--- src/rtl/cdb_arbiter_pkg.sv ---
// Shared constants for the common-data-bus arbiter: default sizes and the
// functional-unit index assignment used by every producer on the bus.
package cdb_arbiter_pkg;

    localparam int DEF_NUM_SRC = 4;
    localparam int DEF_TAG_W   = 5;
    localparam int CDB_DATA_W  = 32;

    localparam int UNIT_ADD  = 0;
    localparam int UNIT_MUL  = 1;
    localparam int UNIT_DIV  = 2;
    localparam int UNIT_LOAD = 3;

    // Index width that stays legal for a single-source configuration.
    function automatic int idx_width(input int n);
        return (n > 1) ? $clog2(n) : 1;
    endfunction

endpackage

--- src/rtl/cdb_arbiter_rr_picker.sv ---
// Combinational round-robin pick: first set request scanning upward from
// rr_ptr with wrap-around, returned both one-hot and encoded.
module rr_picker
    import cdb_arbiter_pkg::*;
#(
    parameter int N  = DEF_NUM_SRC,
    parameter int IW = idx_width(N)
) (
    input  logic [N-1:0]  require,
    input  logic [IW-1:0] rr_ptr,
    input  logic          enable,
    output logic [N-1:0]  grant,
    output logic [IW-1:0] index,
    output logic          valid
);

    logic [IW-1:0] cand [N];

    // cand[k] is the unit visited k steps after rr_ptr, modulo N.
    for (genvar gi = 0; gi < N; gi++) begin : g_cand
        logic [IW:0] sum;
        assign sum       = {1'b0, rr_ptr} + (IW+1)'(gi);
        assign cand[gi]  = (sum >= (IW+1)'(N)) ? IW'(sum - (IW+1)'(N)) : IW'(sum);
    end

    always_comb begin
        grant = '0;
        index = '0;
        valid = 1'b0;
        for (int k = 0; k < N; k++) begin
            if (enable && !valid && require[cand[k]]) begin
                grant[cand[k]] = 1'b1;
                index          = cand[k];
                valid          = 1'b1;
            end
        end
    end

endmodule

--- src/rtl/cdb_arbiter.sv ---
// Common-data-bus arbiter: one round-robin grant per cycle, with the granted
// unit's result and tag broadcast from registers one cycle later.
module cdb_arbiter
    import cdb_arbiter_pkg::*;
#(
    parameter int NUM_SRC = DEF_NUM_SRC,
    parameter int TAG_W   = DEF_TAG_W,
    parameter int IW      = idx_width(NUM_SRC)
) (
    input  logic                          clk,
    input  logic                          nRST,
    input  logic [NUM_SRC-1:0]            require,
    input  logic [CDB_DATA_W*NUM_SRC-1:0] reqData,
    input  logic [TAG_W*NUM_SRC-1:0]      reqTag,
    input  logic                          cdbStall,
    output logic [NUM_SRC-1:0]            requireAC,
    output logic                          cdbValid,
    output logic [CDB_DATA_W-1:0]         cdbData,
    output logic [TAG_W-1:0]              cdbTag,
    output logic [IW-1:0]                 cdbSrc
);

    logic [IW-1:0]         rr_ptr_reg;
    logic                  valid_reg;
    logic [CDB_DATA_W-1:0] data_reg;
    logic [TAG_W-1:0]      tag_reg;
    logic [IW-1:0]         src_reg;

    logic [NUM_SRC-1:0]    grant;
    logic [IW-1:0]         pick;
    logic                  pick_valid;
    logic [CDB_DATA_W-1:0] sel_data;
    logic [TAG_W-1:0]      sel_tag;
    logic [IW-1:0]         rr_ptr_next;

    // Gating with nRST keeps the grant low during reset without a clock.
    rr_picker #(
        .N  (NUM_SRC),
        .IW (IW)
    ) u_picker (
        .require (require),
        .rr_ptr  (rr_ptr_reg),
        .enable  (nRST && !cdbStall),
        .grant   (grant),
        .index   (pick),
        .valid   (pick_valid)
    );

    assign requireAC = grant;

    // Grant is one-hot, so an OR of masked lanes selects the winner.
    always_comb begin
        sel_data = '0;
        sel_tag  = '0;
        for (int k = 0; k < NUM_SRC; k++) begin
            if (grant[k]) begin
                sel_data = sel_data | reqData[CDB_DATA_W*k +: CDB_DATA_W];
                sel_tag  = sel_tag  | reqTag[TAG_W*k +: TAG_W];
            end
        end
    end

    assign rr_ptr_next = (pick == IW'(NUM_SRC - 1)) ? '0 : pick + IW'(1);

    always_ff @(posedge clk or negedge nRST) begin
        if (!nRST) begin
            rr_ptr_reg <= '0;
            valid_reg  <= 1'b0;
            data_reg   <= '0;
            tag_reg    <= '0;
            src_reg    <= '0;
        end else begin
            valid_reg <= pick_valid;
            if (pick_valid) begin
                rr_ptr_reg <= rr_ptr_next;
                data_reg   <= sel_data;
                tag_reg    <= sel_tag;
                src_reg    <= pick;
            end
        end
    end

    assign cdbValid = valid_reg;
    assign cdbData  = data_reg;
    assign cdbTag   = tag_reg;
    assign cdbSrc   = src_reg;

endmodule

--- config.mk ---
export PLATFORM = sky130hd
export DESIGN_NAME = cdb_arbiter
export DESIGN_NICKNAME = d
export VERILOG_FILES = /design/src/rtl/cdb_arbiter_pkg.sv /design/src/rtl/cdb_arbiter_rr_picker.sv /design/src/rtl/cdb_arbiter.sv
export SDC_FILE = /design/constraint.sdc
export NUM_CORES = 1
export LEC_CHECK = 0
export ABC_AREA = 0
export ABC_CLOCK_PERIOD_IN_PS = 3900
export BUFFER_PORTS_ARGS = -buffer_cell sky130_fd_sc_hd__buf_2
export CAP_MARGIN = 40
export CORE_AREA = 2 2 88 90
export CTS_BUF_LIST = sky130_fd_sc_hd__clkbuf_8
export CTS_CLUSTER_DIAMETER = 50
export CTS_CLUSTER_SIZE = 24
export DETAILED_ROUTE_END_ITERATION = 8
export DIE_AREA = 0 0 90 92
export GPL_TIMING_DRIVEN = 0
export HOLD_SLACK_MARGIN = 0.03
export PLACE_DENSITY = 0.85
export SLEW_MARGIN = 20
export SYNTH_ARGS = -nofsm -noshare
export SYNTH_HDL_FRONTEND = slang
export SYNTH_SLANG_ARGS = --single-unit
--- constraint.sdc ---
create_clock -name clk -period 3.9 [get_ports clk]
set_clock_uncertainty 0.2 [all_clocks]
set_input_delay 0.39 -clock clk [delete_from_list [all_inputs] [get_ports clk]]
set_output_delay 0.39 -clock clk [all_outputs]
set_load 0.01 [all_outputs]
; ---- Word-level counts from Yosys, hierarchy flattened
; Cells that the tools add are included.
[word_totals]
output_inout_bits = 44
register_bits = 42
word_cells = 92
[op_classes]
eq_ne = 1
reduce_logical = 16
mux = 41
addsub = 8
bitwise = 9
n_lt_le_gt_ge = 12
[op_table]
columns = op, n
row1 = two-way mux 32 bit, 4
row2 = OR 32 bit, 3
row3 = two-way mux 5 bit, 4
row4 = two-way mux 2 bit, 9
row5 = two-way mux 4 bit, 4
row6 = OR 5 bit, 3
row7 = logical AND 1 bit, 12
row8 = < comparator 2 x 3 -> 1 bit (second input constant), 4
row9 = two-way mux 1 bit, 12
row10 = OR 4 bit, 3
row11 = >= comparator 3 bit (second input constant), 3
row12 = binary-select mux 1 bit (select 2 bit), 4
row13 = demux 1 bit (select 2 bit), 4
row14 = >= comparator 2 x 1 -> 1 bit (second input constant), 4
row15 = subtractor 2 x 1 -> 2 bit (second input constant), 4
row16 = adder 2 x 2 -> 3 bit (second input constant), 2
row17 = logical NOT 1 bit, 4
row18 = adder 2 x 1 -> 3 bit (second input constant), 1
row19 = >= comparator 2 x 3 -> 1 bit (second input constant), 1
row20 = adder 2 x 1 -> 2 bit (second input constant), 1
row21 = equality test 2 bit (second input constant), 1

; ---- Logic depth before layout (Yosys ltp)
[depth]
depth_word = 25
mapped_depth = 12
mapped_depth_nobuf = 8

; ---- Hierarchy
; A second synthesis with hierarchy kept.
[hier_totals]
hier_cells = 288
hier_area_um2 = 2866.5
[by_module_without_submodules]
columns = module, n_inst, seq_area_each_um2, area_each_um2, cells_each
row1 = cdb_arbiter, 1, 1051.0, 2317.2, 222
row2 = rr_picker, 1, 0.0, 549.3, 66

; ---- Least setup slack after synthesis
; OpenSTA, ideal clock, no wires.
[synth_path]
path_kind = register to register
from = register with a tool-made name
to = register data_reg[8], in the netlist cdbData[8]
t_arrival_ns = 2.785
required_ns = 3.574
slack_ns = 0.790
setup_time_ns = 0.126
stages_incl_launch_ff = 13
n_path_buf = 4
cell_sequence = dfrtp_1 > buf_4 > inv_1 > ha_1 > clkbuf_1 > mux4_2 > nor3b_1 > a21oi_1 > o221ai_2 > buf_6 > buf_12 > a221oi_2 > a21oi_2
[synth_rtl]
columns = element, line_no
row1 = "end signal, assigned", cdb_arbiter.sv:76  ; data_reg <= sel_data;
row2 = "end, declared", cdb_arbiter.sv:25  ; logic [CDB_DATA_W-1:0] data_reg;

==> metrics.csv <==
stage;metric;value;unit
outcome;outcome;finished clean;
drt;WL final;10600;microns
critical_path;Setup CP Type;flop to output pin;
pwr;Internal;1.48;mW
timing;Max-Slew Margin vs Limit;57.7;%
synth;top cells by count, synth;dfrtp_1 (42), nor2_1 (42), a21oi_1 (40), a22oi_1 (36), a221oi_2 (30);
floorplanning;Die Y;92;microns
synth;Post-synth EDFFs;0;
floorplanning;Core ar.;7450;sq um
critical_path;crit-path leading delay family;buffers and inverters;
cells_and_area;Area growth syn-to-layout;40.7;%
critical_path;CP Max Fanout;10;
drt;Post-route DRC;0;
timing;Final Worst Setup Slack;179;ps
synth;Yosys top cell by area;dfrtp_1;
clocking;CTS root buffer;clkbuf_8;
grt;maximum number of pins on one net before global-route repair;33;
cells_and_area;layout cells sized above 1;52.2;%
drt;initial drt markers;151;
grt;grt total ovfl;0;
timing;max-slew violation count;0;
timing;fmax;269;MHz
drt;drt wl/cell;16.9;microns
placement;Placement Setup Slack;304;ps
placement;GP Congestion;0.937;
synth;yosys warns;0;
critical_path;Worst Path Buf+Inv;5;
floorplanning;die area;8280;sq um
pwr;Lkg Pwr;2.12;nW
pwr;PwrDens;611;nW/um^2
pwr;maximum vdd drop;0.000289;V
drt;Antenna Nets Post-Route;0;
placement;hpwl dp;8260;microns
floorplanning;row count;32;
timing;RSZ-0062 raised after global routing;no;
floorplanning;initial core utilization;41.9;%
synth;cell count after synthesis;312;
synth;syn nets;473;
synth;Area contributors post-synth;dfrtp_1 (34%), a221oi_2 (14%), a22oi_1 (8.7%), a21oi_1 (6.4%), nor2_1 (5.1%);
cells_and_area;# fillers;675;
critical_path;crit end category;output pin;
placement;I/O Buffers;198;
synth;#FFs+latches synth;42;
floorplanning;I/O pin total;199;
pwr;Clk pwr share;12.5;%
synth;Yosys top cell area share;33.7;%
pwr;register share of total power;27.5;%
timing;Worst-Margin Slew;634;ps
timing;fin crit period;3720;ps
cells_and_area;Layout Utilization;58.9;%
synth;Most used DFF post-synth;dfrtp_1;
synth;post-synthesis cell area;3120;sq um
worst_hold_path;Tightest Hold Check Type;input pin to flop;
grt;number of global-route vias before repair;3448;
timing;final setup violation count;0;
pwr;Overall Power;2.68;mW
placement;dpl cells;613;
critical_path;crit-path most repeated cell;buf_4;
critical_path;Crit path largest cell delay;480;ps
clocking;Max clock buf depth;2;
critical_path;Critical Path Start Type;flop;
critical_path;WP data arrival;3130;ps
synth;synthesized area per cell;9.99;sq um
pwr;Switching Share;44.8;%
critical_path;Crit-path slowest cell;dfrtp_2;
clocking;Worst-path clk slew;70;ps
timing;final period utilization;95.4;%
synth;Netlist cell types;51;
drt;number of iterations in the first detailed-routing pass;5;
synth;sequential share of the synthesized area;33.7;%
grt;antenna violations before repair;1;
critical_path;CP Cell Sequence;buf_4, inv_1, ha_1, clkbuf_1, mux4_2, nor3b_1, a21oi_1, o221ai_2, buf_4, buf_2;
pwr;Switching Power;1.20;mW
grt;first-pass GRT wire length;16800;microns
grt;gr usage total;24.8;%
drt;Via density;5.64;
critical_path;Worst EP required;3310;ps
cells_and_area;fin cells;624;
clocking;number of CTS-inserted buffers;5;
timing;final hold vios;0;
job;max-cap violations;0;
drt;vias;3517;
clocking;Worst-Skew Late Latency;290;ps
cells_and_area;Largest register FFs;32;
cells_and_area;Nets;681;
pwr;combinational share of power;60.0;%
clocking;CTS tree;yes;
timing;TNS Setup;0;ps
floorplanning;chip width;90;microns
clocking;clk sink count;42;
synth;asr flop ratio synth;100;%
clocking;H-tree levels;2;
## power by group through the flow
stage	combinational, mW	sequential, mW	clock [mW]
2_1_floorplan	0.975	0.816	0
3_3_place_gp	1.56	0.730	0
3_5_place_dp	1.60	0.744	0
4_1_cts	1.61	0.735	0.343
5_1_grt	1.75	0.763	0.362
6_report	1.61	0.737	0.336
## through the flow
step	cell area, sq um	hold WS, ps
after floorplan	3120	-106
after global placement	4240	259
after detailed placement	4260	127
after CTS	4380	173
after global routing	4390	179
final	4390	181
## what timing repair did
item / CTS / global route
endpoints found under the hold margin: 14 / 0
resized for setup: 0 / 2
pin swaps: 1 / 0
gates cloned: 0 / 0
setup endpoints to repair: 1 / 2
buffers inserted: 1 / 0
hold buffers: 1 / 0
## kinds of logic (layout without fill, tap and decap cells)
logic type               Yosys count  in the layout  synth area share (%)
AO/OA/AOI/OAI                    142            142                  39.3
multiplexers                       6              6                  3.33
buffers and inverters             36            245                  7.99
adder cells (fa/ha/maj)            6              6                  2.41
AND/OR/NAND/NOR                   79             79                  13.0
flip-flops                        42             42                  33.7
XOR/XNOR                           1              1                 0.281
other                              0              1                     0
## layer usage
metal | global-route usage [%] | wire length, microns | share of wire, % | vias up
li1 | - | - | - | 1639
met1 | 29.4 | 4180 | 40 | 1706
met2 | 45.6 | 5510 | 52 | 154
met3 | 4.68 | 658 | 6.2 | 18
met4 | 7.69 | 207 | 2.0 | 0
met5 | 0 | 0 | 0 | -
## cells in the final DEF (no fill, tap or decap), drive strengths merged, types with 3 or more instances in the layout
master / Yosys / final
a21oi: 42 / 42
a221oi: 39 / 39
a22oi: 36 / 36
buf: 21 / 220
clkbuf: 6 / 12
dfrtp: 42 / 42
ha: 6 / 6
inv: 9 / 11
mux4: 3 / 3
nand2: 7 / 7
nand3: 7 / 7
nor2: 42 / 42
nor2b: 7 / 7
o211ai: 3 / 3
o21ai: 7 / 7
## tightest hold or removal path, cell delays in order
cell and delay, ps:
buf_2 100, nand2_1 70, a31oi_1 70
## worst paths after layout
path | from | to | slack [ps] | cells after the start
max | flop | requireAC[1] | 180 | 10
min in group asynchronous | nRST | cdbData[1]$_DFFE_PN0P_ | 330 | 2
min | reqData[56] | cdbData[24]$_DFFE_PN0P_ | 180 | 3
max reg2reg | flop | cdbData[9]$_DFFE_PN0P_ | 380 | 11
max in group asynchronous | nRST | cdbValid$_DFF_PN0_ | 2730 | 3
min reg2reg | cdbSrc[1]$_DFFE_PN0P_ | cdbSrc[1]$_DFFE_PN0P_ | 300 | 1
## cell type report
type / instances / area (sq um) / share of cell area, %
plain buffers: 27 / 215 / 4.91
flip-flops and latches: 42 / 1050 / 24.0
well taps: 102 / 128 / 2.91
multi-input cells: 234 / 1820 / 41.4
repair buffers: 201 / 1030 / 23.5
clock inverters: 3 / 37.5 / 0.856
inverters: 9 / 33.8 / 0.770
clock buffers: 5 / 68.8 / 1.57
diodes: 1 / 2.50 / 0.0571
Note: power is estimated with default switching activity, not from simulation.
